===== src/rtl/store_align_unit_pkg.sv =====
// Shared types for the store aligner: store size encoding, FSM states and size decode.
package store_align_unit_pkg;

    localparam int unsigned STORE_DATA_W = 64;

    typedef enum logic [2:0] {
        MSIZE1 = 3'd0,
        MSIZE2 = 3'd1,
        MSIZE4 = 3'd2,
        MSIZE8 = 3'd3
    } msize_t;

    typedef enum logic [1:0] {
        ST_IDLE  = 2'd0,
        ST_BEAT0 = 2'd1,
        ST_BEAT1 = 2'd2,
        ST_DONE  = 2'd3
    } store_state_e;

    // Unknown encodings decode to an empty store.
    function automatic logic [3:0] msize_bytes(input msize_t m);
        case (m)
            MSIZE1:  return 4'd1;
            MSIZE2:  return 4'd2;
            MSIZE4:  return 4'd4;
            MSIZE8:  return 4'd8;
            default: return 4'd0;
        endcase
    endfunction

endpackage


===== src/rtl/store_align_unit_shift.sv =====
// Combinational lane shifter: places n store bytes at a byte offset over two bus words.
module store_align_unit_shift
    import store_align_unit_pkg::*;
#(
    parameter int unsigned BUS_BYTES = 8,
    parameter int unsigned OFF_W     = 3
) (
    input  msize_t                    msize_i,
    input  logic [STORE_DATA_W-1:0]   data_i,
    input  logic [OFF_W-1:0]          offset_i,
    output logic [2*BUS_BYTES-1:0]    strb_o,
    output logic [16*BUS_BYTES-1:0]   data_o
);

    localparam int unsigned WIDE_B = 2 * BUS_BYTES;
    localparam int unsigned WIDE_W = 16 * BUS_BYTES;

    logic [3:0]              n_bytes;
    logic [8:0]              mask9;
    logic [7:0]              byte_mask;
    logic [STORE_DATA_W-1:0] data_masked;

    always_comb begin
        n_bytes   = msize_bytes(msize_i);
        mask9     = (9'd1 << n_bytes) - 9'd1;
        byte_mask = mask9[7:0];
        for (int i = 0; i < 8; i++) begin
            data_masked[i*8 +: 8] = byte_mask[i] ? data_i[i*8 +: 8] : 8'h00;
        end
        strb_o = WIDE_B'(byte_mask) << offset_i;
        data_o = WIDE_W'(data_masked) << {offset_i, 3'b000};
    end

endmodule


===== src/rtl/store_align_unit.sv =====
// Sequential store aligner: one request per handshake, one or two strobed bus beats, done/fault pulse.
// Build option STORE_SPLIT_EN: accept and split misaligned stores; otherwise they are faulted.
module store_align_unit
    import store_align_unit_pkg::*;
#(
    parameter int unsigned BUS_BYTES = 8,
    parameter int unsigned ADDR_W    = 64
) (
    input  logic                      clk,
    input  logic                      reset,
    input  logic                      in_valid,
    output logic                      in_ready,
    input  logic [ADDR_W-1:0]         in_addr,
    input  logic [STORE_DATA_W-1:0]   in_data,
    input  msize_t                    in_msize,
    output logic                      mem_valid,
    input  logic                      mem_ready,
    output logic [ADDR_W-1:0]         mem_addr,
    output logic [BUS_BYTES-1:0]      mem_strobe,
    output logic [8*BUS_BYTES-1:0]    mem_data,
    output logic                      done,
    output logic                      fault
);

    localparam int unsigned OFF_W  = $clog2(BUS_BYTES);
    localparam int unsigned WIDE_B = 2 * BUS_BYTES;
    localparam int unsigned WIDE_W = 16 * BUS_BYTES;
    localparam int unsigned BEAT_W = 8 * BUS_BYTES;

    typedef logic [BUS_BYTES-1:0] strb_t;

    if (!(BUS_BYTES == 8 || BUS_BYTES == 16 || BUS_BYTES == 32)) begin : g_bad_bus
        $error("store_align_unit: BUS_BYTES must be 8, 16 or 32");
    end

    store_state_e       state_q, state_d;
    logic [WIDE_B-1:0]  strb_q, strb_d;
    logic [WIDE_W-1:0]  wdata_q, wdata_d;
    logic [ADDR_W-1:0]  base_q, base_d;
    logic               in_ready_q, in_ready_d;
    logic               mem_valid_q, mem_valid_d;
    logic [ADDR_W-1:0]  mem_addr_q, mem_addr_d;
    strb_t              mem_strobe_q, mem_strobe_d;
    logic [BEAT_W-1:0]  mem_data_q, mem_data_d;
    logic               done_q, done_d;
    logic               fault_q, fault_d;

    logic [WIDE_B-1:0]  shift_strb;
    logic [WIDE_W-1:0]  shift_data;
    logic [3:0]         req_bytes;

    store_align_unit_shift #(
        .BUS_BYTES (BUS_BYTES),
        .OFF_W     (OFF_W)
    ) u_shift (
        .msize_i  (in_msize),
        .data_i   (in_data),
        .offset_i (in_addr[OFF_W-1:0]),
        .strb_o   (shift_strb),
        .data_o   (shift_data)
    );

    assign req_bytes = msize_bytes(in_msize);

`ifndef STORE_SPLIT_EN
    logic misaligned;
    assign misaligned = (req_bytes != 4'd0) &&
                        ((in_addr[3:0] & (req_bytes - 4'd1)) != 4'd0);
`endif

    // Next state, request latch, then registered outputs decoded from the next state.
    always_comb begin
        state_d = state_q;
        strb_d  = strb_q;
        wdata_d = wdata_q;
        base_d  = base_q;
        fault_d = 1'b0;

        case (state_q)
            ST_IDLE: begin
                if (in_valid) begin
                    strb_d  = shift_strb;
                    wdata_d = shift_data;
                    base_d  = {in_addr[ADDR_W-1:OFF_W], OFF_W'(0)};
                    if (req_bytes == 4'd0) begin
                        state_d = ST_DONE;
                    end
`ifndef STORE_SPLIT_EN
                    else if (misaligned) begin
                        fault_d = 1'b1;
                    end
`endif
                    else begin
                        state_d = ST_BEAT0;
                    end
                end
            end
            ST_BEAT0: begin
                if (mem_ready) begin
`ifdef STORE_SPLIT_EN
                    state_d = (|strb_q[WIDE_B-1:BUS_BYTES]) ? ST_BEAT1 : ST_DONE;
`else
                    state_d = ST_DONE;
`endif
                end
            end
            ST_BEAT1: begin
                if (mem_ready) begin
                    state_d = ST_DONE;
                end
            end
            ST_DONE:  state_d = ST_IDLE;
            default:  state_d = ST_IDLE;
        endcase

        in_ready_d   = 1'b0;
        mem_valid_d  = 1'b0;
        mem_addr_d   = '0;
        mem_strobe_d = '0;
        mem_data_d   = '0;
        done_d       = 1'b0;

        case (state_d)
            ST_IDLE:  in_ready_d = 1'b1;
            ST_BEAT0: begin
                mem_valid_d  = 1'b1;
                mem_addr_d   = base_d;
                mem_strobe_d = strb_d[BUS_BYTES-1:0];
                mem_data_d   = wdata_d[BEAT_W-1:0];
            end
            ST_BEAT1: begin
                mem_valid_d  = 1'b1;
                mem_addr_d   = base_d + ADDR_W'(BUS_BYTES);
                mem_strobe_d = strb_d[WIDE_B-1:BUS_BYTES];
                mem_data_d   = wdata_d[WIDE_W-1:BEAT_W];
            end
            ST_DONE:  done_d = 1'b1;
            default:  ;
        endcase
    end

    always_ff @(posedge clk) begin
        if (reset) begin
            state_q      <= ST_IDLE;
            strb_q       <= '0;
            wdata_q      <= '0;
            base_q       <= '0;
            in_ready_q   <= 1'b1;
            mem_valid_q  <= 1'b0;
            mem_addr_q   <= '0;
            mem_strobe_q <= '0;
            mem_data_q   <= '0;
            done_q       <= 1'b0;
            fault_q      <= 1'b0;
        end else begin
            state_q      <= state_d;
            strb_q       <= strb_d;
            wdata_q      <= wdata_d;
            base_q       <= base_d;
            in_ready_q   <= in_ready_d;
            mem_valid_q  <= mem_valid_d;
            mem_addr_q   <= mem_addr_d;
            mem_strobe_q <= mem_strobe_d;
            mem_data_q   <= mem_data_d;
            done_q       <= done_d;
            fault_q      <= fault_d;
        end
    end

    assign in_ready   = in_ready_q;
    assign mem_valid  = mem_valid_q;
    assign mem_addr   = mem_addr_q;
    assign mem_strobe = mem_strobe_q;
    assign mem_data   = mem_data_q;
    assign done       = done_q;
    assign fault      = fault_q;

endmodule


===== config.mk =====
export PLATFORM = sky130hd
export DESIGN_NAME = store_align_unit
export DESIGN_NICKNAME = d
export VERILOG_FILES = /design/src/rtl/store_align_unit_pkg.sv /design/src/rtl/store_align_unit_shift.sv /design/src/rtl/store_align_unit.sv
export SDC_FILE = /design/constraint.sdc
export NUM_CORES = 1
export LEC_CHECK = 0
export BUFFER_PORTS_ARGS = -buffer_cell sky130_fd_sc_hd__buf_2
export CORE_UTILIZATION = 45
export DETAILED_ROUTE_END_ITERATION = 7
export PLACE_DENSITY = 0.66
export SYNTH_ARGS = -nofsm -noshare
export SYNTH_HDL_FRONTEND = slang
export SYNTH_HIERARCHICAL = 1
export SYNTH_SLANG_ARGS = --single-unit

===== constraint.sdc =====
create_clock -name clk -period 5.4 [get_ports clk]
set_input_delay 0.81 -clock clk [delete_from_list [all_inputs] [get_ports clk]]
set_output_delay 0.81 -clock clk [all_outputs]
set_load 0.005 [all_outputs]

==> results of run 1 <==
-- placed cells by master (no fill, tap or decap), types with 9 or more instances in the layout --
cell                        netlist  layout
sky130_fd_sc_hd__or2_2            9       9
sky130_fd_sc_hd__dfxtp_1        350     350
sky130_fd_sc_hd__a22oi_1         85      85
sky130_fd_sc_hd__a32o_1          16      16
sky130_fd_sc_hd__clkbuf_8         0      10
sky130_fd_sc_hd__ha_1            11       9
sky130_fd_sc_hd__conb_1           1       9
sky130_fd_sc_hd__inv_1           18      18
sky130_fd_sc_hd__clkbuf_16        0      41
sky130_fd_sc_hd__o22ai_1         19      19
sky130_fd_sc_hd__buf_2           25     273
sky130_fd_sc_hd__o21ai_0         56      56
sky130_fd_sc_hd__and3_1          25      25
sky130_fd_sc_hd__nand3_1         38      38
sky130_fd_sc_hd__a31o_2          24      24
sky130_fd_sc_hd__a221oi_1        25      25
sky130_fd_sc_hd__a211oi_1         9       9
sky130_fd_sc_hd__nand2_1        590     589
sky130_fd_sc_hd__o211ai_1        15      15
sky130_fd_sc_hd__a21oi_1        211     211
sky130_fd_sc_hd__a31oi_1         20      20
sky130_fd_sc_hd__mux2_2          14      14
sky130_fd_sc_hd__nor2b_1         12      12
sky130_fd_sc_hd__mux2i_1         80      80
sky130_fd_sc_hd__nand3b_1        13      13
sky130_fd_sc_hd__nor2_1         217     217
sky130_fd_sc_hd__o21a_1          12      12
sky130_fd_sc_hd__buf_4           15      30
sky130_fd_sc_hd__and2_1          15      14
sky130_fd_sc_hd__nand4_1         42      42
sky130_fd_sc_hd__nor3_1          18      18
-- layout make-up --
type / instances / area [µm²]
Antenna cell: 2 / 5.00
Clock buffer: 57 / 1190
Clock inverter: 12 / 153
Fill cell: 3727 / 17600
Inverter: 20 / 75.1
Multi-Input combinational cell: 1743 / 9670
Sequential cell: 350 / 7010
Tap cell: 511 / 639
Timing Repair Buffer: 306 / 1640
-- cell usage after synthesis, drive strengths merged (9+ instances only) --
cell type,instances,share of area (%)
a22oi,85,3.6
a211oi,9,0.39
nand3,40,1.2
and2,16,0.59
a21oi,211,6.0
o211ai,15,0.64
o21a,12,0.51
mux2,14,0.90
nor2,217,4.6
a221oi,25,1.2
mux2i,81,4.6
dfxtp,350,40
nand2,590,13
and3,25,0.89
o21ai,70,2.2
nor2b,12,0.43
nand4,45,1.7
nor3,18,0.51
ha,11,0.78
inv,20,0.43
a31oi,20,0.71
a32o,16,0.91
a31o,24,1.2
or2,9,0.32
nand3b,13,0.56
nor3b,9,0.48
buf,63,2.0
o22ai,19,0.68
clkbuf,127,2.7
-- metrics by stage --
stage / setup slack [ns] / utilization, % / power [W] / instance area [µm²]
2_1_floorplan: 0.878 / - / 0.00493 / 17600
3_3_place_gp: 0.621 / 50.1 / 0.00580 / 19000
3_5_place_dp: 0.478 / 50.1 / 0.00584 / 19000
4_1_cts: 1.09 / 53.6 / 0.00859 / 20400
5_1_grt: 0.775 / 53.6 / 0.00897 / 20400
6_report: 1.06 / 53.6 / 0.00856 / 20400
-- registers in the layout, indices dropped and copies added (netlist names) --
register,count
state_q,2
mem_strobe,8
mem_data,64
done,1
wdata_q,128
mem_valid,1
base_q,64
strb_q,16
in_ready,1
mem_addr,64
fault,1
-- critical path, delay by kind of cell --
family                     cells  cell delay [ns]
AOI/OAI and AO/OA              4             1.15
xor gates and xnor gates       1             0.16
adders and majority gates      2             0.51
buffers and inverters          4             0.77
and+or+nand+nor                5             1.43
-- worst max path at each step --
stage / slack, ns / to / cells past startpoint / from
3_3_place_gp: 0.62 / mem_addr[54] / 16 / in_msize[1]
3_5_place_dp: 0.48 / mem_addr[44] / 15 / in_msize[1]
2_1_floorplan: 0.88 / mem_addr[51] / 18 / in_valid
5_1_grt: 0.78 / mem_addr[44] / 15 / in_msize[1]
4_1_cts: 1.09 / mem_addr[59] / 16 / in_msize[1]
6_report: 1.06 / mem_addr[59] / 16 / in_msize[1]
-- logic make-up (layout without fill, tap and decap cells) --
group                    after synthesis  in the layout  share of synthesized area (%)
AND/OR/NAND/NOR                     1038           1038                           26.1
AO/OA/AOI/OAI                        580            580                           21.9
flip-flops                           350            350                           40.0
buffers and inverters                210            395                           5.17
multiplexers                          95             95                           5.54
adder cells (fa/ha/maj)               11             11                          0.785
XOR/XNOR                              10             10                          0.499
other                                  1             11                         0.0214
-- per-layer routing --
| layer | global-route usage [%] | routed length [µm] | up-vias |
|---|---|---|---|
| li1 | - | - | 8404 |
| met1 | 38.7 | 24800 | 8442 |
| met2 | 49.3 | 28800 | 837 |
| met3 | 4.78 | 5010 | 134 |
| met4 | 12.2 | 2010 | 12 |
| met5 | 0 | 77 | - |
-- power groups by stage --
stage | Sequential, W | Combinational [W] | Clock [W]
finish | 0.00303 | 0.00279 | 0.00274
global route | 0.00305 | 0.00304 | 0.00288
CTS | 0.00302 | 0.00278 | 0.00279
detailed placement | 0.00307 | 0.00277 | 0
global placement | 0.00308 | 0.00272 | 0
floorplan | 0.00305 | 0.00188 | 0
==> parameters.txt, run 1 <==
Parameter                              Value

Run status
  Run status    finished, violations left
  Failing checks    DRC

STA
  Max Slew Vio Count    0
  # setup viols final    0
  Endpoints failing hold    0
  Highest achievable clock rate    230 MHz
  Final critical path time including I/O delays and setup    4.34 ns
  Final Skew    0.0253 ns
  Headroom to the max-slew limit    23.2%
  Final clock period utilization by the worst path    80.5%
  Setup repair after global routing missed its margin    no
  Actual slew at the worst max-slew pin    1.15 ns
  Post-Route Hold Slack    0.462 ns
  Total Negative Setup Slacks    0 ns

Min path
  Hold path cells    2
  Hold-critical path endpoint    strb_q[7]
  Origin of the worst min-delay path    strb_q[7]
  Class of the tightest hold or removal check    register to register

Synth
  Mean cell area of the mapped netlist    7.64 µm²
  Fraction of registers with async set/reset    0%
  Dominant register cell in the synthesized netlist    sky130_fd_sc_hd__dfxtp_1
  Post-synth EDFFs    0
  Mapped cell area    0.0175 mm²
  Share of synthesized area occupied by flip-flops and latches    40.0%
  Syn Inst Count    2295
  Post-synthesis sequential element count    350
  Post-synthesis cell type count    77
  Number of synthesis warnings    6

Clock network
  CTS tree    done
  Root buffer cell    sky130_fd_sc_hd__clkbuf_16
  H-tree lvl count    2
  Reg clk slew, reported paths    0.06 ns
  Post-CTS setup buffer count    0
  Clock buffer depth    3
  Clock insertion delay at the later pin of the skew report    0.58 ns
  PostCTS Resize Cnt    0
  Hold buffers post-CTS    0
  Clock sink count    350
  Clock buffers created by TritonCTS    40

Critical path
  Largest stage delay on the critical path    0.54 ns
  Slowest cell on the critical path    sky130_fd_sc_hd__and2_2
  Top fanout value on the critical path    29
  Data required time of the worst path    5.92 ns
  Worst reg2reg path depth    12
  Worst setup SP type    primary input
  Endpoint kind of the worst setup timing path    register
  Internal reg-to-reg setup slack    1.30 ns
  Crit Reg-Reg Endpoint    mem_addr[61]
  Data arrival time at the worst-slack endpoint    4.86 ns
  Kind of critical path    primary input to register
  CP Cell Sequence    buf_2, or3_1, ha_1, xor2_1, a221oi_1, o21ai_0, a31oi_1, inv_1, ha_1, or2_2, inv_1, and2_2, buf_4, nand2_1, o32a_1, nand2_1
  Critical R2R Launch    state_q[1]

Power
  Share of power burned in combinational logic    32.6%
  VDD IR max    438 µV
  Pwr Density    420 mW/mm²
  Internal power    0.00534 W
  Sequential power share    35.4%
  Clock network fraction of design power    32.0%
  Sw power    0.00323 W
  Net switching share of the total power    37.7%
  Standby leakage power    8.86 nW

Route
  Drt initial violations    1875
  DR WL/cell    20.3 µm
  Vias per cell    5.94
  Overall routed net length    60800 µm
  DRT Pass-1 Iters    8
  Number of nets with antenna violations after detailed routing    0
  DRC viols    2
  Total via count after detailed routing    17800

Final layout
  Area growth from synthesis to layout    16.2%
  Share of final-layout standard cells stronger than drive strength 1    18.0%
  Filler-free cell count of the finished design    3001
  Total number of nets in the final design    2607

Global routing
  GR Overflow Total    0
  Via count of the first global-routing pass    16600
  GRT Total Usage    29.8%
  First-pass GRT wire length    92000 µm
  Antenna violations before repair    8
  Pin count of the biggest net entering global routing    102

Placement
  Total instance count after detailed placement    2930
  Port Buf Inserts    274
  Weighted congestion reported at the end of routability-driven placement    0.985
  Placed wire-length estimate    42100 µm

Floorplanning
  Die X    199 µm
  Overall die height    199 µm
  Area of the die    0.0398 mm²
  Area of the placeable core    0.0380 mm²
  Number of primary I/O pins    275
  Initial Util    46.1%
  Floorplan row count    71

Run
  Total of max-cap violations    0
Note: power is estimated with default switching activity, not from simulation.
==> run 2, diff against run 1 <==
==> constraint.sdc (replaced) <==
create_clock -name clk -period 4.45 [get_ports clk]
set_input_delay 0.6675 -clock clk [delete_from_list [all_inputs] [get_ports clk]]
set_output_delay 0.6675 -clock clk [all_outputs]
set_load 0.005 [all_outputs]
==> parameters.txt, run 2 (synthesis gave the netlist of run 1 again) <==
Parameter                              Value

Final layout
  Filler Cell Count    3671 (-1.5%)
  Most used cells in the layout excluding fill and tap cells    589 x sky130_fd_sc_hd__nand2_1, 350 x sky130_fd_sc_hd__dfxtp_1, 273 x sky130_fd_sc_hd__buf_2
  Combined area of the multi-input logic cells    0.00967 mm² (unchanged)
  Largest register FFs    128 (unchanged)
  Total number of nets in the final design    2629 (+0.84%)
  Area growth from synthesis to layout    17.5%
  Share of final-layout standard cells stronger than drive strength 1    18.7% (+0.70 points)
  Most flop-heavy register    wdata_q
  Filler-free cell count of the finished design    3025 (+0.80%)
  Sequential cell area    0.00701 mm² (unchanged)
  Most common library cell in the layout ignoring fill and taps    sky130_fd_sc_hd__nand2_1
  Final standard cell utilization of the core    54.2% (+0.60 points)
  Final non-filler cell area    0.0206 mm² (+1.1%)

Critical path
  CP Cell Sequence    buf_2, or3_1, ha_1, xor2_1, a221oi_1, o21ai_0, a21oi_1, o22ai_1, ha_1, or2_2, inv_1, and2_2, buf_4, nand2_1, o32a_1, nand2_1
  Cell type group with the largest total delay on the critical path    simple AND/OR/NAND/NOR gates
  Data arrival time at the worst-slack endpoint    4.34 ns (-0.52 ns)
  Endpoint kind of the worst setup timing path    register
  Largest stage delay on the critical path    0.42 ns (-0.12 ns)
  Sum of buffers and inverters on the critical path    3 (-1)
  Top fanout value on the critical path    17 (-41%)
  Kind of critical path    primary input to register
  Data required time of the worst path    4.98 ns (-0.94 ns)
  Internal reg-to-reg setup slack    0.82 ns (-0.48 ns)
  Worst reg2reg path depth    11 (-1)
  Worst setup SP type    primary input
  Crit Reg-Reg Endpoint    mem_addr[51]
  Slowest cell on the critical path    sky130_fd_sc_hd__or3_1
  Critical R2R Launch    state_q[1]

STA
  Endpoints failing hold    0 (unchanged)
  Total Negative Setup Slacks    0 ns (unchanged)
  Final clock period utilization by the worst path    85.7%
  Final critical path time including I/O delays and setup    3.81 ns
  Max Slew Vio Count    0 (unchanged)
  Final Skew    0.0351 ns (+0.00976 ns)
  Setup repair after global routing missed its margin    no
  # setup viols final    0 (unchanged)
  Actual slew at the worst max-slew pin    1.07 ns (-0.0783 ns)
  Highest achievable clock rate    262 MHz
  Headroom to the max-slew limit    28.8% (+5.6 points)

Clock network
  Clock sink count    350 (unchanged)
  Post-CTS setup buffer count    0 (unchanged)
  CTS tree    done
  Clock insertion delay at the later pin of the skew report    0.58 ns (about the same)
  Clock buffer depth    3 (unchanged)
  Clock buffers created by TritonCTS    40 (unchanged)
  Reg clk slew, reported paths    0.06 ns (about the same)
  Root buffer cell    sky130_fd_sc_hd__clkbuf_16
  Hold buffers post-CTS    0 (unchanged)
  PostCTS Resize Cnt    0 (unchanged)
  H-tree lvl count    2 (unchanged)

Power
  VDD IR max    481 µV (+9.9%)
  Power Total    0.0107 W (+24%)
  Pwr Density    517 mW/mm² (+23%)
  Standby leakage power    8.99 nW (+1.5%)

Min path
  Hold-critical path endpoint    base_q[29]
  Hold path cells    3 (+1)
  Class of the tightest hold or removal check    primary input to register
  Origin of the worst min-delay path    in_addr[29]

Global routing
  Antenna violations before repair    5 (-3)
  GRT Total Usage    30.4% (+0.60 points)
  Pin count of the biggest net entering global routing    148 (+45%)
  First-pass GRT wire length    93700 µm (+1.9%)
  Via count of the first global-routing pass    16700 (+0.84%)
  GR Overflow Total    0 (unchanged)

Floorplanning
  Floorplan row count    71 (unchanged)
  Initial Util    46.1% (unchanged)
  Number of primary I/O pins    275 (unchanged)
  Area of the placeable core    0.0380 mm² (unchanged)
  Overall die height    199 µm (unchanged)
  Die X    199 µm (unchanged)
  Area of the die    0.0398 mm² (unchanged)

Placement
  Placed wire-length estimate    43300 µm (+2.6%)
  Total instance count after detailed placement    2952 (+0.75%)
  Port Buf Inserts    274 (unchanged)
  Post-placement cell area    0.0192 mm² (+0.93%)
  Weighted congestion reported at the end of routability-driven placement    1.00 (+1.5%)

Route
  Vias per cell    5.91 (-0.50%)
  DRC viols    0 (-2)
  Total via count after detailed routing    17900 (+0.29%)
  Overall routed net length    61800 µm (+1.7%)
  Number of nets with antenna violations after detailed routing    0 (unchanged)
  Drt initial violations    1738 (-7.3%)
  DR WL/cell    20.4 µm (+0.85%)
  DRT Pass-1 Iters    8 (unchanged)

Run
  Total of max-cap violations    0 (unchanged)

Run status
  Run status    completed
[run 2: worst max path at each step]
stage	startpoint	cells past startpoint	endpoint
global route	in_msize[1]	17	mem_addr[63]
global placement	in_msize[1]	16	mem_addr[54]
CTS	in_msize[1]	16	mem_addr[54]
floorplan	in_valid	18	mem_addr[51]
detailed placement	in_msize[1]	16	mem_addr[54]
finish	in_msize[1]	16	mem_addr[54]
[run 2: power by group]
group	switching (W)	internal, W
registers	0.000164	0.00351
logic	0.00245	0.00106
clock network	0.00138	0.00209
total	0.00399	0.00666
[run 2: final cells by class]
cell class / instances / area share (%)
inverters: 20 / 0.364
clock buffers: 56 / 5.54
multi-input cells: 1743 / 46.9
clock inverters: 16 / 1.20
repair buffers: 328 / 8.83
flip-flops and latches: 350 / 34.0
well taps: 511 / 3.10
diodes: 1 / 0.0121
[run 2: metrics by stage]
step	setup slack, ns	hold slack [ns]
global placement	0.210	0.450
CTS	0.717	0.365
detailed placement	0.114	0.456
floorplan	0.0702	0.444
finish	0.637	0.399
global route	0.366	0.415
[run 2: worst reg2reg max path, stage by stage, from the launching register on]
cell and delay [ns]:
sky130_fd_sc_hd__dfxtp_1 0.32, sky130_fd_sc_hd__inv_1 0.08, sky130_fd_sc_hd__ha_1 0.32, sky130_fd_sc_hd__and2_4 0.57
sky130_fd_sc_hd__nand2_1 0.12, sky130_fd_sc_hd__nand2_1 0.14, sky130_fd_sc_hd__ha_1 0.23, sky130_fd_sc_hd__nand4b_4 0.22
sky130_fd_sc_hd__or3_4 0.47, sky130_fd_sc_hd__or4_4 0.58, sky130_fd_sc_hd__or3_1 0.37, sky130_fd_sc_hd__mux2i_1 0.17
[run 2: routing by layer]
metal | track usage [%] | part of all wire [%] | routed length [µm]
met4 | 14.5 | 4.5 | 2750
met5 | 0 | 0.074 | 46
met1 | 39.0 | 42 | 25700
met2 | 50.0 | 47 | 28900
met3 | 4.57 | 7.1 | 4380
==> run 3, diff against run 2 <==
--- a/config.mk
+++ b/config.mk
@@ -5,10 +5,10 @@
 export SDC_FILE = /design/constraint.sdc
 export NUM_CORES = 1
 export LEC_CHECK = 0
-export BUFFER_PORTS_ARGS = -buffer_cell sky130_fd_sc_hd__buf_2
+export CAP_MARGIN = 20
 export CORE_UTILIZATION = 45
 export DETAILED_ROUTE_END_ITERATION = 7
-export PLACE_DENSITY = 0.66
+export DONT_BUFFER_PORTS = 1
 export SYNTH_ARGS = -nofsm -noshare
 export SYNTH_HDL_FRONTEND = slang
 export SYNTH_HIERARCHICAL = 1
==> parameters.txt, run 3 (synthesis gave the netlist of run 1 again) <==
Parameter                              Value

STA
  Total Negative Setup Slacks    0 ns (unchanged)
  Final Skew    0.00814 ns (-0.0269 ns)
  Endpoints failing hold    0 (unchanged)
  Final clock period utilization by the worst path    81.6% (-4.1 points)
  Setup repair after global routing missed its margin    no
  Final critical path time including I/O delays and setup    3.63 ns (-0.184 ns)
  Actual slew at the worst max-slew pin    1.02 ns (-0.0445 ns)
  Slack of the critical path    0.821 ns (+0.184 ns)
  # setup viols final    0 (unchanged)
  Headroom to the max-slew limit    31.7% (+3.0 points)
  Max Slew Vio Count    0 (unchanged)
  Highest achievable clock rate    276 MHz (+5.1%)

Floorplanning
  Area of the die    0.0398 mm² (unchanged)
  Overall die height    199 µm (unchanged)
  Die X    199 µm (unchanged)
  Floorplan row count    71 (unchanged)
  Initial Util    46.1% (unchanged)
  Number of primary I/O pins    275 (unchanged)
  Area of the placeable core    0.0380 mm² (unchanged)

Route
  Number of nets with antenna violations after detailed routing    0 (unchanged)
  Total via count after detailed routing    16600 (-7.4%)
  DR WL/cell    22.4 µm (+9.5%)
  DRT Pass-1 Iters    8 (unchanged)
  Vias per cell    6.07 (+2.6%)
  Drt initial violations    1497 (-14%)
  DRC viols    0 (unchanged)
  Overall routed net length    61000 µm (-1.2%)

Clock network
  Hold buffers post-CTS    0 (unchanged)
  Clock sink count    350 (unchanged)
  Clock buffers created by TritonCTS    40 (unchanged)
  Root buffer cell    sky130_fd_sc_hd__clkbuf_16
  Clock insertion delay at the later pin of the skew report    0.56 ns (-0.02 ns)
  Clock buffer depth    3 (unchanged)
  Post-CTS setup buffer count    0 (unchanged)
  H-tree lvl count    2 (unchanged)
  CTS tree    done
  PostCTS Resize Cnt    0 (unchanged)
  Reg clk slew, reported paths    0.06 ns (about the same)

Critical path
  Critical R2R Launch    state_q[1]
  Endpoint of the most critical setup path    mem_addr[54]
  Kind of critical path    primary input to register
  Top fanout value on the critical path    16 (-1)
  Crit Reg-Reg Endpoint    mem_addr[51]
  Worst setup SP type    primary input
  Data required time of the worst path    4.95 ns (-0.03 ns)
  Internal reg-to-reg setup slack    0.83 ns (about the same)
  Data arrival time at the worst-slack endpoint    4.13 ns (-0.21 ns)
  Worst reg2reg path depth    12 (+1)
  Endpoint kind of the worst setup timing path    register
  Startpoint of the worst setup timing path    in_msize[1]

Min path
  Class of the tightest hold or removal check    primary input to register

Global routing
  Met3 layer usage reported by global route    9.08% (+4.5 points)
  GRT Total Usage    30.0% (-0.40 points)
  Met2 Track Usage GR    50.0% (about the same)
  GR Overflow Total    0 (unchanged)
  Pin count of the biggest net entering global routing    216 (+46%)
  Via count of the first global-routing pass    15500 (-7.0%)
  GR met1 Demand/Resource    35.6% (-3.4 points)
  Routing layer with the top usage in global route    met2
  First-pass GRT wire length    91100 µm (-2.8%)
  Antenna violations before repair    0 (-5)

Power
  Standby leakage power    7.63 nW (-15%)
  VDD IR max    383 µV (-20%)
  Pwr Density    536 mW/mm² (+3.7%)

Final layout
  N_diodes    0 (-1)
  Area growth from synthesis to layout    8.98%
  Most common library cell in the layout ignoring fill and taps    sky130_fd_sc_hd__nand2_1
  Most flop-heavy register    wdata_q
  Largest register FFs    128 (unchanged)
  Total number of nets in the final design    2335 (-11%)
  Most used cells in the layout excluding fill and tap cells    589 x sky130_fd_sc_hd__nand2_1, 350 x sky130_fd_sc_hd__dfxtp_1, 217 x sky130_fd_sc_hd__nor2_1
  Share of final-layout standard cells stronger than drive strength 1    7.98% (-11 points)
  Filler Cell Count    3819 (+4.0%)

Placement
  Placed wire-length estimate    41500 µm (-4.1%)
  Setup slack after placement    0.310 ns (+0.196 ns)
  Port Buf Inserts    0 (-100%)
  Weighted congestion reported at the end of routability-driven placement    0.917 (-8.2%)

Run status
  Run status    completed

Run
  Total of max-cap violations    0 (unchanged)
## run 3: cell types whose count changed in the layout (fill, tap and decap cells not counted), sizes merged
cell and change:
buf -294, diode -1, clkbuf +4, clkinv -2
bufinv -1, clkinvlp -1
## run 3: layout make-up
cell class	instances	area (µm²)	share of cell area (%)
Clock buffer	60	1210	6.32
Sequential cell	350	7010	36.7
Clock inverter	12	179	0.936
Inverter	20	75.1	0.393
Multi-Input combinational cell	1743	9680	50.7
Timing Repair Buffer	34	322	1.68
Tap cell	511	639	3.35
## run 3: routing by layer
metal | vias up | share of wire [%]
li1 | 7847 | -
met1 | 7876 | 39
met2 | 679 | 47
met3 | 157 | 9.5
met4 | 0 | 4.2
met5 | - | 0
## run 3: worst min-delay path by stage
stage | start | to | slack, ns | depth (start not counted)
finish | reset | base_q[62] | 0.19 | 1
global route | reset | base_q[58] | 0.17 | 1
CTS | reset | base_q[62] | 0.16 | 1
detailed placement | wdata_q[0] | wdata_q[0] | 0.45 | 2
global placement | wdata_q[30] | wdata_q[30] | 0.45 | 2
floorplan | base_q[0] | mem_addr[0] | 0.44 | 1
## run 3: metrics by stage
stage	total power [W]	hold WS (ns)	instances	util (%)	instance area, µm²
after floorplan	0.00599	0.444	2303	-	17600
after global placement	0.00682	0.446	2657	46.6	17700
after detailed placement	0.00685	0.450	2657	46.6	17700
after CTS	0.0103	0.162	2729	50.2	19100
after global routing	0.0108	0.173	2730	50.3	19100
final	0.0102	0.195	2730	50.3	19100
## run 3: worst max-delay path, stage by stage
cell                       delay (ns)
sky130_fd_sc_hd__or3_1           0.41
sky130_fd_sc_hd__ha_1            0.23
sky130_fd_sc_hd__xor2_1          0.16
sky130_fd_sc_hd__a221oi_1        0.34
sky130_fd_sc_hd__o21ai_0         0.16
sky130_fd_sc_hd__a21oi_1         0.17
sky130_fd_sc_hd__o22ai_1         0.17
sky130_fd_sc_hd__ha_1            0.33
sky130_fd_sc_hd__or2_4           0.25
sky130_fd_sc_hd__inv_1           0.10
sky130_fd_sc_hd__and2_2          0.39
sky130_fd_sc_hd__buf_4           0.28
sky130_fd_sc_hd__nand2_1         0.07
sky130_fd_sc_hd__o32a_1          0.31
sky130_fd_sc_hd__nand2_1         0.06
## run 3: where the power goes
part	total, W	internal [W]	switching, W
Combinational	0.00307	0.000891	0.00218
Clock	0.00344	0.00211	0.00133
Sequential	0.00373	0.00351	0.000222
